File: src/rtl/neptune_gate_sequencer.sv
// neptune_gate_sequencer: gates a clk_config-selected window, counts input_pulse rises and
// publishes the count over valid/ready. Define NEPTUNE_SEQ_GLITCH_FILTER_EN for the high-time filter.
module neptune_gate_sequencer #(
  parameter int COUNT_W    = 12,
  parameter int WIN0       = 1000,
  parameter int WIN1       = 2000,
  parameter int WIN2       = 4000,
  parameter int WIN3       = 3200,
  parameter int GLITCH_CYC = 3
) (
  input  logic               clk,
  input  logic               rst,
  input  logic [1:0]         clk_config,
  input  logic               input_pulse,
  input  logic               enable,
  output logic [COUNT_W-1:0] count,
  output logic               count_valid,
  input  logic               count_ready,
  output logic               overflow,
  output logic               busy
);

  localparam int WIN_MAX01 = (WIN0 > WIN1) ? WIN0 : WIN1;
  localparam int WIN_MAX23 = (WIN2 > WIN3) ? WIN2 : WIN3;
  localparam int WIN_MAX   = (WIN_MAX01 > WIN_MAX23) ? WIN_MAX01 : WIN_MAX23;
  localparam int TIMER_W   = (WIN_MAX > 2) ? $clog2(WIN_MAX) : 1;
  localparam logic [COUNT_W-1:0] CNT_MAX = {COUNT_W{1'b1}};

  typedef enum logic [1:0] {
    S_IDLE    = 2'b00,
    S_COUNT   = 2'b01,
    S_PRESENT = 2'b10
  } state_t;

  state_t               state_r, state_next_s;
  logic                 start_s, publish_s;
  logic                 sync1_r, sync2_r;
  logic                 rise_s;
  logic [TIMER_W-1:0]   timer_r;
  logic [COUNT_W-1:0]   edge_cnt_r, edge_cnt_next_s;
  logic                 sat_r, sat_next_s;

  // Timer reload value is the window length minus one, so timer==0 marks the last gate cycle.
  function automatic logic [TIMER_W-1:0] win_load(input logic [1:0] sel);
    case (sel)
      2'b00:   win_load = TIMER_W'(WIN0 - 1);
      2'b01:   win_load = TIMER_W'(WIN1 - 1);
      2'b10:   win_load = TIMER_W'(WIN2 - 1);
      default: win_load = TIMER_W'(WIN3 - 1);
    endcase
  endfunction

  // Two-flop synchronizer for the asynchronous pulse input
  always_ff @(posedge clk) begin
    if (rst) begin
      sync1_r <= 1'b0;
      sync2_r <= 1'b0;
    end else begin
      sync1_r <= input_pulse;
      sync2_r <= sync1_r;
    end
  end

`ifdef NEPTUNE_SEQ_GLITCH_FILTER_EN
  localparam int RUN_W = $clog2(GLITCH_CYC + 1);
  logic [RUN_W-1:0] run_r;

  // Consecutive-high run length of the synchronized input, saturating at GLITCH_CYC
  always_ff @(posedge clk) begin
    if (rst) begin
      run_r <= {RUN_W{1'b0}};
    end else if (!sync2_r) begin
      run_r <= {RUN_W{1'b0}};
    end else if (run_r != RUN_W'(GLITCH_CYC)) begin
      run_r <= run_r + RUN_W'(1);
    end else begin
      run_r <= run_r;
    end
  end

  // Fires once per high period, on the GLITCH_CYC-th consecutive high cycle.
  assign rise_s = sync2_r && (run_r == RUN_W'(GLITCH_CYC - 1));
`else
  logic prev_r;

  // Previous synchronized level for 0->1 detection
  always_ff @(posedge clk) begin
    if (rst) begin
      prev_r <= 1'b0;
    end else begin
      prev_r <= sync2_r;
    end
  end

  assign rise_s = sync2_r & ~prev_r;
`endif

  // Saturating edge counter increment; sat flags a rise lost at full scale
  always_comb begin
    edge_cnt_next_s = edge_cnt_r;
    sat_next_s      = sat_r;
    if (rise_s) begin
      if (edge_cnt_r == CNT_MAX) begin
        sat_next_s = 1'b1;
      end else begin
        edge_cnt_next_s = edge_cnt_r + COUNT_W'(1);
      end
    end else begin
      edge_cnt_next_s = edge_cnt_r;
    end
  end

  // FSM state register
  always_ff @(posedge clk) begin
    if (rst) begin
      state_r <= S_IDLE;
    end else begin
      state_r <= state_next_s;
    end
  end

  // FSM next state and window start/publish strobes
  always_comb begin
    state_next_s = state_r;
    start_s      = 1'b0;
    publish_s    = 1'b0;
    case (state_r)
      S_IDLE: begin
        if (enable) begin
          state_next_s = S_COUNT;
          start_s      = 1'b1;
        end else begin
          state_next_s = S_IDLE;
        end
      end
      S_COUNT: begin
        // Dropping enable abandons the window even on its final cycle.
        if (!enable) begin
          state_next_s = S_IDLE;
        end else if (timer_r == {TIMER_W{1'b0}}) begin
          state_next_s = S_PRESENT;
          publish_s    = 1'b1;
        end else begin
          state_next_s = S_COUNT;
        end
      end
      S_PRESENT: begin
        if (count_ready) begin
          if (enable) begin
            state_next_s = S_COUNT;
            start_s      = 1'b1;
          end else begin
            state_next_s = S_IDLE;
          end
        end else begin
          state_next_s = S_PRESENT;
        end
      end
      default: begin
        state_next_s = S_IDLE;
      end
    endcase
  end

  // Gate timer, edge counter and registered result outputs
  always_ff @(posedge clk) begin
    if (rst) begin
      timer_r     <= {TIMER_W{1'b0}};
      edge_cnt_r  <= {COUNT_W{1'b0}};
      sat_r       <= 1'b0;
      count       <= {COUNT_W{1'b0}};
      overflow    <= 1'b0;
      count_valid <= 1'b0;
      busy        <= 1'b0;
    end else begin
      count_valid <= (state_next_s == S_PRESENT);
      busy        <= (state_next_s == S_COUNT);
      if (start_s) begin
        timer_r    <= win_load(clk_config);
        edge_cnt_r <= {COUNT_W{1'b0}};
        sat_r      <= 1'b0;
      end else if (state_r == S_COUNT) begin
        timer_r    <= timer_r - TIMER_W'(1);
        edge_cnt_r <= edge_cnt_next_s;
        sat_r      <= sat_next_s;
      end else begin
        timer_r    <= timer_r;
        edge_cnt_r <= edge_cnt_r;
        sat_r      <= sat_r;
      end
      // The publish value includes a rise landing on the final gate cycle.
      if (publish_s) begin
        count    <= edge_cnt_next_s;
        overflow <= sat_next_s;
      end else begin
        count    <= count;
        overflow <= overflow;
      end
    end
  end

endmodule

File: config.mk
export PLATFORM = sky130hd
export DESIGN_NAME = neptune_gate_sequencer
export DESIGN_NICKNAME = d
export VERILOG_FILES = /design/src/rtl/neptune_gate_sequencer.sv
export SDC_FILE = /design/constraint.sdc
export NUM_CORES = 1
export LEC_CHECK = 0
export CAP_MARGIN = 20
export CORE_UTILIZATION = 55
export DETAILED_ROUTE_END_ITERATION = 8
export GPL_TIMING_DRIVEN = 1
export PLACE_DENSITY = 0.77
export SYNTH_ARGS = -nofsm -noshare
export SYNTH_HDL_FRONTEND = slang
export SYNTH_SLANG_ARGS = --single-unit
File: constraint.sdc
create_clock -name clk -period 4.6 [get_ports clk]
set_input_delay 0.69 -clock clk [delete_from_list [all_inputs] [get_ports clk]]
set_output_delay 0.69 -clock clk [all_outputs]
set_load 0.03 [all_outputs]
; ---- Word-level counts from Yosys, hierarchy flattened
; Cells that the tools add are included.
[classes]
n_addsub = 2
n_mul = 0
n_div = 0
n_lt_le_gt_ge = 0
n_eq_ne = 7
shifts = 0
mux = 18
bitwise_logic = 2
reduce_logical = 5
[op_table]
columns = op, n
row1 = $mux 12, 4
row2 = $pmux 12 s3, 1
row3 = $add 12x1->12 const B, 1
row4 = $eq 12x12->1 const B, 1
row5 = $logic_not 12->1, 1
row6 = $sub 12x1->12 const B, 1
row7 = $mux 1, 8
row8 = $eq 2x1->1 const B, 3
row9 = $eq 2x2->1 const B, 3
row10 = $mux 2, 3
row11 = $pmux 2 s3, 1
row12 = $logic_not 2->1, 2
row13 = $pmux 1 s2, 1
row14 = $reduce_bool 2->1, 1
row15 = $reduce_or 2->1, 1
row16 = $and 1x1->1, 1
row17 = $not 1->1, 1
[totals]
ff_bits = 45
latch_bits = 0
ramBits = 0
rom_bits = 0
inputBits = 7
out_inout_bits = 15
word_cells = 45
memories = 0

; ---- Longest topological paths before layout
; Gate-level depths: netlist (run 1).
[logic_depth]
depth_word = 5
depth_mapped = 8
depth_no_buf = 6

; ---- Worst setup path before layout (run 1)
; No wires, ideal clock.
[synth_path]
path_kind = input-to-reg
start = in clk_config[0]
end = reg timer_r[11]
arrival_time_ps = 1610
required_time_ps = 4481
slack_ps = 2871
stages = 6
n_path_buf = 0
cell_sequence = inv_1 > ha_1 > nor3b_1 > o2bb2ai_1 > o21a_1 > o221a_1
[synth_between]
elab_chain_len = 3
word_cells_on_any_way = 5
cone_classes = eq/ne (2) / mux (2) / reduce/logical (1)
[synth_rtl]
columns = item, line_no
row1 = "start, declared", 13  ; input logic [1:0] clk_config,
row2 = $eq 2x2->1 (tied with other cells), 45  ; case (sel)
row3 = $pmux 12 s3 (*), 45
row4 = $mux 12 (*), 178  ; if (start_s) begin
row5 = "end signal, assigned", 179  ; timer_r <= win_load(clk_config);
row6 = "end signal, assigned", 183  ; timer_r <= timer_r - TIMER_W'(1);
row7 = "end signal, assigned", 187  ; timer_r <= timer_r;
row8 = "end, declared", 39  ; logic [TIMER_W-1:0] timer_r;
; Mark *: on every way between the ends. The rest lies on a longest branch, timed or not.
; A chain may end at the register's enable or synchronous reset.

; ---- Final worst setup path (run 1)
[layout_path]
start = in count_ready
end = reg edge_cnt_r[10]
[layout_between]
elab_chain_len = 3
[layout_rtl]
columns = item, line_no
row1 = "start, declared", 18  ; input logic count_ready,
row2 = $mux 1, 148  ; if (count_ready) begin
row3 = $pmux 1 s2, 127  ; case (state_r)
row4 = $reduce_or 2->1 (no line), --
row5 = "end signal, assigned", 169  ; edge_cnt_r <= {COUNT_W{1'b0}};
row6 = "end signal, assigned", 180  ; edge_cnt_r <= {COUNT_W{1'b0}};
row7 = "end signal, assigned", 184  ; edge_cnt_r <= edge_cnt_next_s;
row8 = "end, declared", 40  ; logic [COUNT_W-1:0] edge_cnt_r, edge_cnt_next_s;
; Every way passes these cells.

==> results of run 1 <==
-- placed cells by master, fill, tap and decap left out, types with 2 or more instances in the layout --
| cell | count |
|---|---|
| a211oi_1 | 4 |
| a21boi_1 | 2 |
| a21oi_1 | 24 |
| a31oi_1 | 2 |
| a41oi_1 | 2 |
| and3_1 | 3 |
| and3b_1 | 3 |
| and4_1 | 2 |
| clkbuf_8 | 6 |
| clkdlybuf4s50_1 | 21 |
| dfxtp_1 | 45 |
| ha_1 | 6 |
| inv_1 | 10 |
| mux2i_1 | 3 |
| nand2_1 | 12 |
| nand2b_1 | 4 |
| nand3_1 | 7 |
| nand4_1 | 2 |
| nand4b_1 | 2 |
| nor2_1 | 22 |
| nor2b_1 | 7 |
| nor3_1 | 11 |
| nor3b_1 | 2 |
| nor4_1 | 3 |
| nor4_2 | 5 |
| nor4b_1 | 2 |
| o211ai_1 | 5 |
| o21a_1 | 2 |
| o21ai_0 | 13 |
| o21ai_1 | 2 |
| o311ai_0 | 2 |
| or2_2 | 2 |
| or3_1 | 5 |
| or4_4 | 2 |
| xnor2_1 | 6 |
| xor2_1 | 5 |
-- cell families after synthesis --
group | count (synthesis) | share of synthesized area
fa+ha+maj | 6 | 0.0312
flops | 45 | 0.374
xor+xnor | 11 | 0.0400
simple gates | 107 | 0.291
mux | 3 | 0.0125
compound gates | 73 | 0.206
buf+inv | 23 | 0.0452
-- worst min path at each step --
stage,from,slack (ns),to,cells past startpoint
final,sync1_r,0.46,sync2_r,1
after global routing,sync1_r,0.47,sync2_r,1
after CTS,count[2],0.46,count[2],2
after detailed placement,count[2],0.45,count[2],2
after global placement,sync1_r,0.42,sync2_r,1
after floorplan,sync1_r,0.41,sync2_r,1
-- final cells by class --
cell class                 instances  area [um^2]  area share
multi-input combinational        200         1400       0.518
tap                               50         62.6      0.0231
clock buffer                       7         86.3      0.0319
timing repair buffer              22          218      0.0805
sequential                        45          901       0.333
inverter                          10         37.5      0.0139
-- state kept, by name, summed over array words and instances, names as in the netlist --
signal       flops
sync2_r          1
sync1_r          1
overflow         1
count           12
prev_r           1
busy             1
sat_r            1
count_valid      1
timer_r         12
edge_cnt_r      12
state_r          2
-- worst max-delay path, cell delays in order --
cell and delay (ns):
clkdlybuf4s50_1 0.44, nand2b_1 0.19, nand2_1 0.34, nand2_1 0.43, a311oi_1 0.31
-- per-layer routing --
layer	wire, um	track usage
met1	2610	0.365
met2	2250	0.364
met3	376	0.0583
met4	61	0.0703
met5	0	0
-- power by group through the flow --
stage	logic, W	clock network (W)	registers (W)
2_1_floorplan	0.0000823	0	0.000429
3_3_place_gp	0.000105	0	0.000431
3_5_place_dp	0.000107	0	0.000432
5_1_grt	0.000119	0.000264	0.000426
6_report	0.000107	0.000245	0.000423
4_1_cts	0.000108	0.000250	0.000423
-- stage by stage --
stage               std cells  utilization
finish                    334        0.657
global route              334        0.657
global placement          327        0.636
detailed placement        327        0.636
floorplan                 268            -
CTS                       334        0.657
==> results.md, run 1 <==
* Wire per inst at 15.9 um
* Top post-synthesis cells by area: dfxtp_1 37%, a21oi_1 5.0%, nor2_1 3.4%, ha_1 3.1%, o21ai_0 2.7%
* First-pass GRT wire length at between 8000 and 9000 um
* Register area share after synthesis at 0.374
* Final setup viols at 0
* Crit path time final at about 2.2 ns
* Max_cap viols at 0
* Total wire length at 5300 um
* Status: completed
* DRT iter0 DRCs at 188
* Hold Slack at roughly 0.46 ns
* Top FF cell, synth: dfxtp_1
* DRC viols at 0
* RSZ-0062 raised after global routing: false
* Synth top area share at 0.374
* Fillers at approximately 340
* Synth cell types at between 60 and 70
* Design Area, Final at 0.00271 mm^2
* Die width at slightly below 70 um
* Yosys top cell by area: dfxtp_1
* Worst R2R Start: timer_r[0]
* Tot GR Track Use at 0.251
* Final hold viol count at 0
* Count of input and output buffers at 21
* PwrDens at roughly 290 mW/mm^2
* Peak supply drop at around 0.20 mV
* Setup crit end: edge_cnt_r[10]
* Area growth from synthesis to layout at 12.3%
* Hold buffers post-CTS at 0
* Combinational Power Share at 0.138
* Pre-antenna DRT Iters at 4
* Slew HR at 0.330
* CTS tree: done
* CP startpoint: count_ready
* Final ANT Viol Nets at 0
* Critical path type: input port to register
* Pint at ~0.00057 W
* Core Area at between 0.004 and 0.005 mm^2
* Reg-to-reg setup timing slack at around 2.5 ns
* Period Utilization, post-route at 0.480
* Yosys warnings at 0
* Critical Path Sink Type: register
* Final Worst Setup Slack at about 2.4 ns
* Total Neg Setup Slack at 0 ns
* Post-synthesis register bit count at 45
* Mapped Nets at approximately 280
* Syn Area/Cell at 8.99 um^2
* FP Rows at 23
* Max Fclk at between 0.4 and 0.5 GHz
* R2R depth at 6
* Die Area at about 0.0046 mm^2
* Dpl hpwl at approximately 3800 um
* Die Span Y at a little under 70 um
* Number of synthesized flops with an enable pin at 0
* Synth async-reset ratio at 0
* Final Skew at between 0.007 and 0.008 ns
* Switch Pwr at around 0.00021 W
* Starting Density at 0.586
* Initial antenna violation count at 0
* Clock network power share at 0.316
* Worst R2R End: count[2]
* Clock edge transition at the registers on the reported setup and hold paths at approximately 0.08 ns
* Vias at roughly 2100
* Worst slack at placement at around 2.1 ns
* Worst-path fanout max at 14
* Clock Sinks at 45
* Synthesized area at 0.00241 mm^2
* Most instantiated cells after synthesis: 45 x dfxtp_1, 24 x a21oi_1, 22 x nor2_1
* WP data arrival at ~2.4 ns
* Mapped Cells at roughly 270
* GRT overflow at 0
* Drt via density at between 6 and 7
* Nets@finish at slightly below 300
* Layout cells sized above 1 at 0.0986
* Pleak at ~0.95 nW
* Critical path required time at between 4 and 5 ns
* Vias in the first global route at roughly 1700
* Total design power at 0.000776 W
* Startpoint types: input port
* Worst-Skew Late Latency at 0.29 ns
* Clock Tree Buf Depth at 2
* Pin count of the biggest net entering global routing at 26
* # IOs at 22
* Gp weighted congestion at 0.832
* TritonCTS Buffers at 5
* Most frequent cell after synthesis: dfxtp_1
* # diodes at 0
* Root buf cell: clkbuf_8
* Worst Tran Pin Value at 1.00 ns
* Max Slew Vio Count at 0
* Postcts setup bufs at 0
* Hold crit path type: register to register
* Sequential Power Share at 0.546
* CTS resizes at 0
* Placed Area at roughly 0.0026 mm^2
* H-tree levels at 2
* Switching portion of total power at 0.264
Power figures use the tool's default switching activity.
==> run 2: changes to the inputs <==
--- a/config.mk
+++ b/config.mk
@@ -6,10 +6,10 @@
 export NUM_CORES = 1
 export LEC_CHECK = 0
 export CAP_MARGIN = 20
-export CORE_UTILIZATION = 55
+export CORE_UTILIZATION = 51
 export DETAILED_ROUTE_END_ITERATION = 8
 export GPL_TIMING_DRIVEN = 1
-export PLACE_DENSITY = 0.77
+export PLACE_DENSITY = 0.75
 export SYNTH_ARGS = -nofsm -noshare
 export SYNTH_HDL_FRONTEND = slang
 export SYNTH_SLANG_ARGS = --single-unit
==> constraint.sdc (replaced) <==
create_clock -name clk -period 1.9 [get_ports clk]
set_input_delay 0.285 -clock clk [delete_from_list [all_inputs] [get_ports clk]]
set_output_delay 0.285 -clock clk [all_outputs]
set_load 0.03 [all_outputs]
==> results.md, run 2 (same netlist as run 1, synthesis figures left out) <==
* Max_cap viols at 0
* Wire per inst at around 16 um
* Die width at a little over 70 um
* Failing checks: DRC
* Die Span Y at between 70 and 80 um
* WP data arrival at ~1.9 ns
* Hold crit path type: register to register
* CTS tree: done
* RSZ-0062 raised after global routing: false
* Pin count of the biggest net entering global routing at 16
* Critical Path Sink Type: register
* Fillers at about 370
* Vias in the first global route at slightly above 2000
* First-pass GRT wire length at about 9700 um
* Total Neg Setup Slack at 0 ns
* Clock edge transition at the registers on the reported setup and hold paths at roughly 0.080 ns
* Final ANT Viol Nets at 0
* Count of input and output buffers at 21
* H-tree levels at 2
* Dpl hpwl at ~4100 um
* Register area at roughly 900 um^2
* # IOs at 22
* Max Fclk at about 0.57 GHz
* Tot GR Track Use at 0.246
* Area growth from synthesis to layout at 21.0%
* Final setup viols at 0
* Worst-Skew Late Latency at between 0.2 and 0.3 ns
* PwrDens at about 660 mW/mm^2
* Peak supply drop at 0.502 mV
* Core Area at around 0.0044 mm^2
* Critical path required time at approximately 2.1 ns
* Starting Density at 0.542
* Vias at 2136
* Startpoint types: register
* Die Area at around 0.005 mm^2
* TritonCTS Buffers at 5
* Slew HR at 0.659
* Final Worst Setup Slack at ~0.16 ns
* Pleak at ~1.1 nW
* Critical path type: register to register
* Worst slack at placement at approximately 0.029 ns
* Drt via density at 5.93
* Placed Area at around 0.0028 mm^2
* Hold Slack at between 0.4 and 0.5 ns
* Status: finished with violations
* Final Skew at between 0.004 and 0.005 ns
* Worst Tran Pin Value at just over 0.5 ns
* GRT overflow at 0
* # diodes at 0
* Clock Tree Buf Depth at 2
* Total wire length at 5630 um
* Period Utilization, post-route at 0.917
* Root buf cell: clkbuf_8
* DRC viols at 2
* DRT iter0 DRCs at between 90 and 100
* Area of the multi-input gates at 0.00140 mm^2
* Layout cells sized above 1 at 0.175
* Max Slew Vio Count at 0
* Crit path time final at between 1.5 and 2 ns
* Initial antenna violation count at 0
* Commonest non-fill, non-tap cell in the layout: dfxtp_1
* Design Area, Final at 0.00292 mm^2
* Final hold viol count at 0
* Gp weighted congestion at between 0.9 and 1
* Worst-path fanout max at 8
* Pre-antenna DRT Iters at 6
* Largest regs: count x12, edge_cnt_r x12, timer_r x12
* Nets@finish at around 320
* FP Rows at 24
* Clock Sinks at 45
* Most frequent cells in the layout: 44 x dfxtp_1, 24 x a21oi_1, 23 x buf_4
-- run 2: changes by cell type in the layout (fill, tap and decap cells not counted) --
cell	before	now
ha_2	0	1
dfxtp_1	45	44
ha_1	6	5
dfxtp_2	0	1
buf_4	1	23
buf_12	0	2
-- run 2: repair_timing --
action	4_1_cts	5_1_grt
hold buffers	0	0
endpoints found under the setup margin	0	1
setup buffers	0	2
gates resized for setup	0	2
-- run 2: report_power, final --
group / switching [W] / leakage, nW / internal [W] / total (W)
logic: 0.000159 / 0.662 / 0.000145 / 0.000305
clock network: 0.000305 / 0.0443 / 0.000289 / 0.000594
registers: 0.0000467 / 0.367 / 0.000978 / 0.00103
total: 0.000511 / 1.07 / 0.00141 / 0.00192
-- run 2: path summary, 6_finish.rpt --
path	from	endpoint	slack, ns	depth (start not counted)
worst max-delay path	edge_cnt_r[3]	edge_cnt_r[11]	0.16	4
worst min-delay path	sync1_r	sync2_r	0.45	1
worst max register to register	edge_cnt_r[3]	edge_cnt_r[11]	0.16	4
worst min register to register	sync1_r	sync2_r	0.45	1
-- run 2: per-layer routing --
layer / part of all wire / vias to the layer above / global-route usage
met4: 0.011 / 0 / 0.0956
met1: 0.47 / 1000 / 0.332
met2: 0.46 / 60 / 0.387
met5: 0 / - / 0
li1: - / 1068 / -
met3: 0.054 / 8 / 0.0541
-- run 2: stage by stage --
stage / utilization / total power (W) / std cells
after detailed placement: 0.633 / 0.00135 / 351
final: 0.656 / 0.00192 / 360
after global routing: 0.656 / 0.00201 / 360
after CTS: 0.652 / 0.00194 / 358
after floorplan: - / 0.00124 / 268
after global placement: 0.633 / 0.00134 / 351
-- run 2: critical path, stage by stage, from the launching register on --
cell and delay, ns:
dfxtp_1 0.45, nand3_1 0.35, nor4_1 0.43, nor4b_1 0.32, nor3_1 0.08
-- run 2: final cells by class --
| type | count | share of cell area |
|---|---|---|
| timing repair buffer | 46 | 0.145 |
| clock buffer | 7 | 0.0296 |
| sequential | 45 | 0.309 |
| inverter | 10 | 0.0129 |
| multi-input combinational | 200 | 0.481 |
| tap | 52 | 0.0223 |
==> run 3: changes to the inputs <==
--- a/config.mk
+++ b/config.mk
@@ -8,7 +8,6 @@
 export CAP_MARGIN = 20
 export CORE_UTILIZATION = 51
 export DETAILED_ROUTE_END_ITERATION = 8
-export GPL_TIMING_DRIVEN = 1
 export PLACE_DENSITY = 0.75
 export SYNTH_ARGS = -nofsm -noshare
 export SYNTH_HDL_FRONTEND = slang
==> results of run 3 <==
Same layout as run 2: the final DEF is identical, and so are final timing and power.
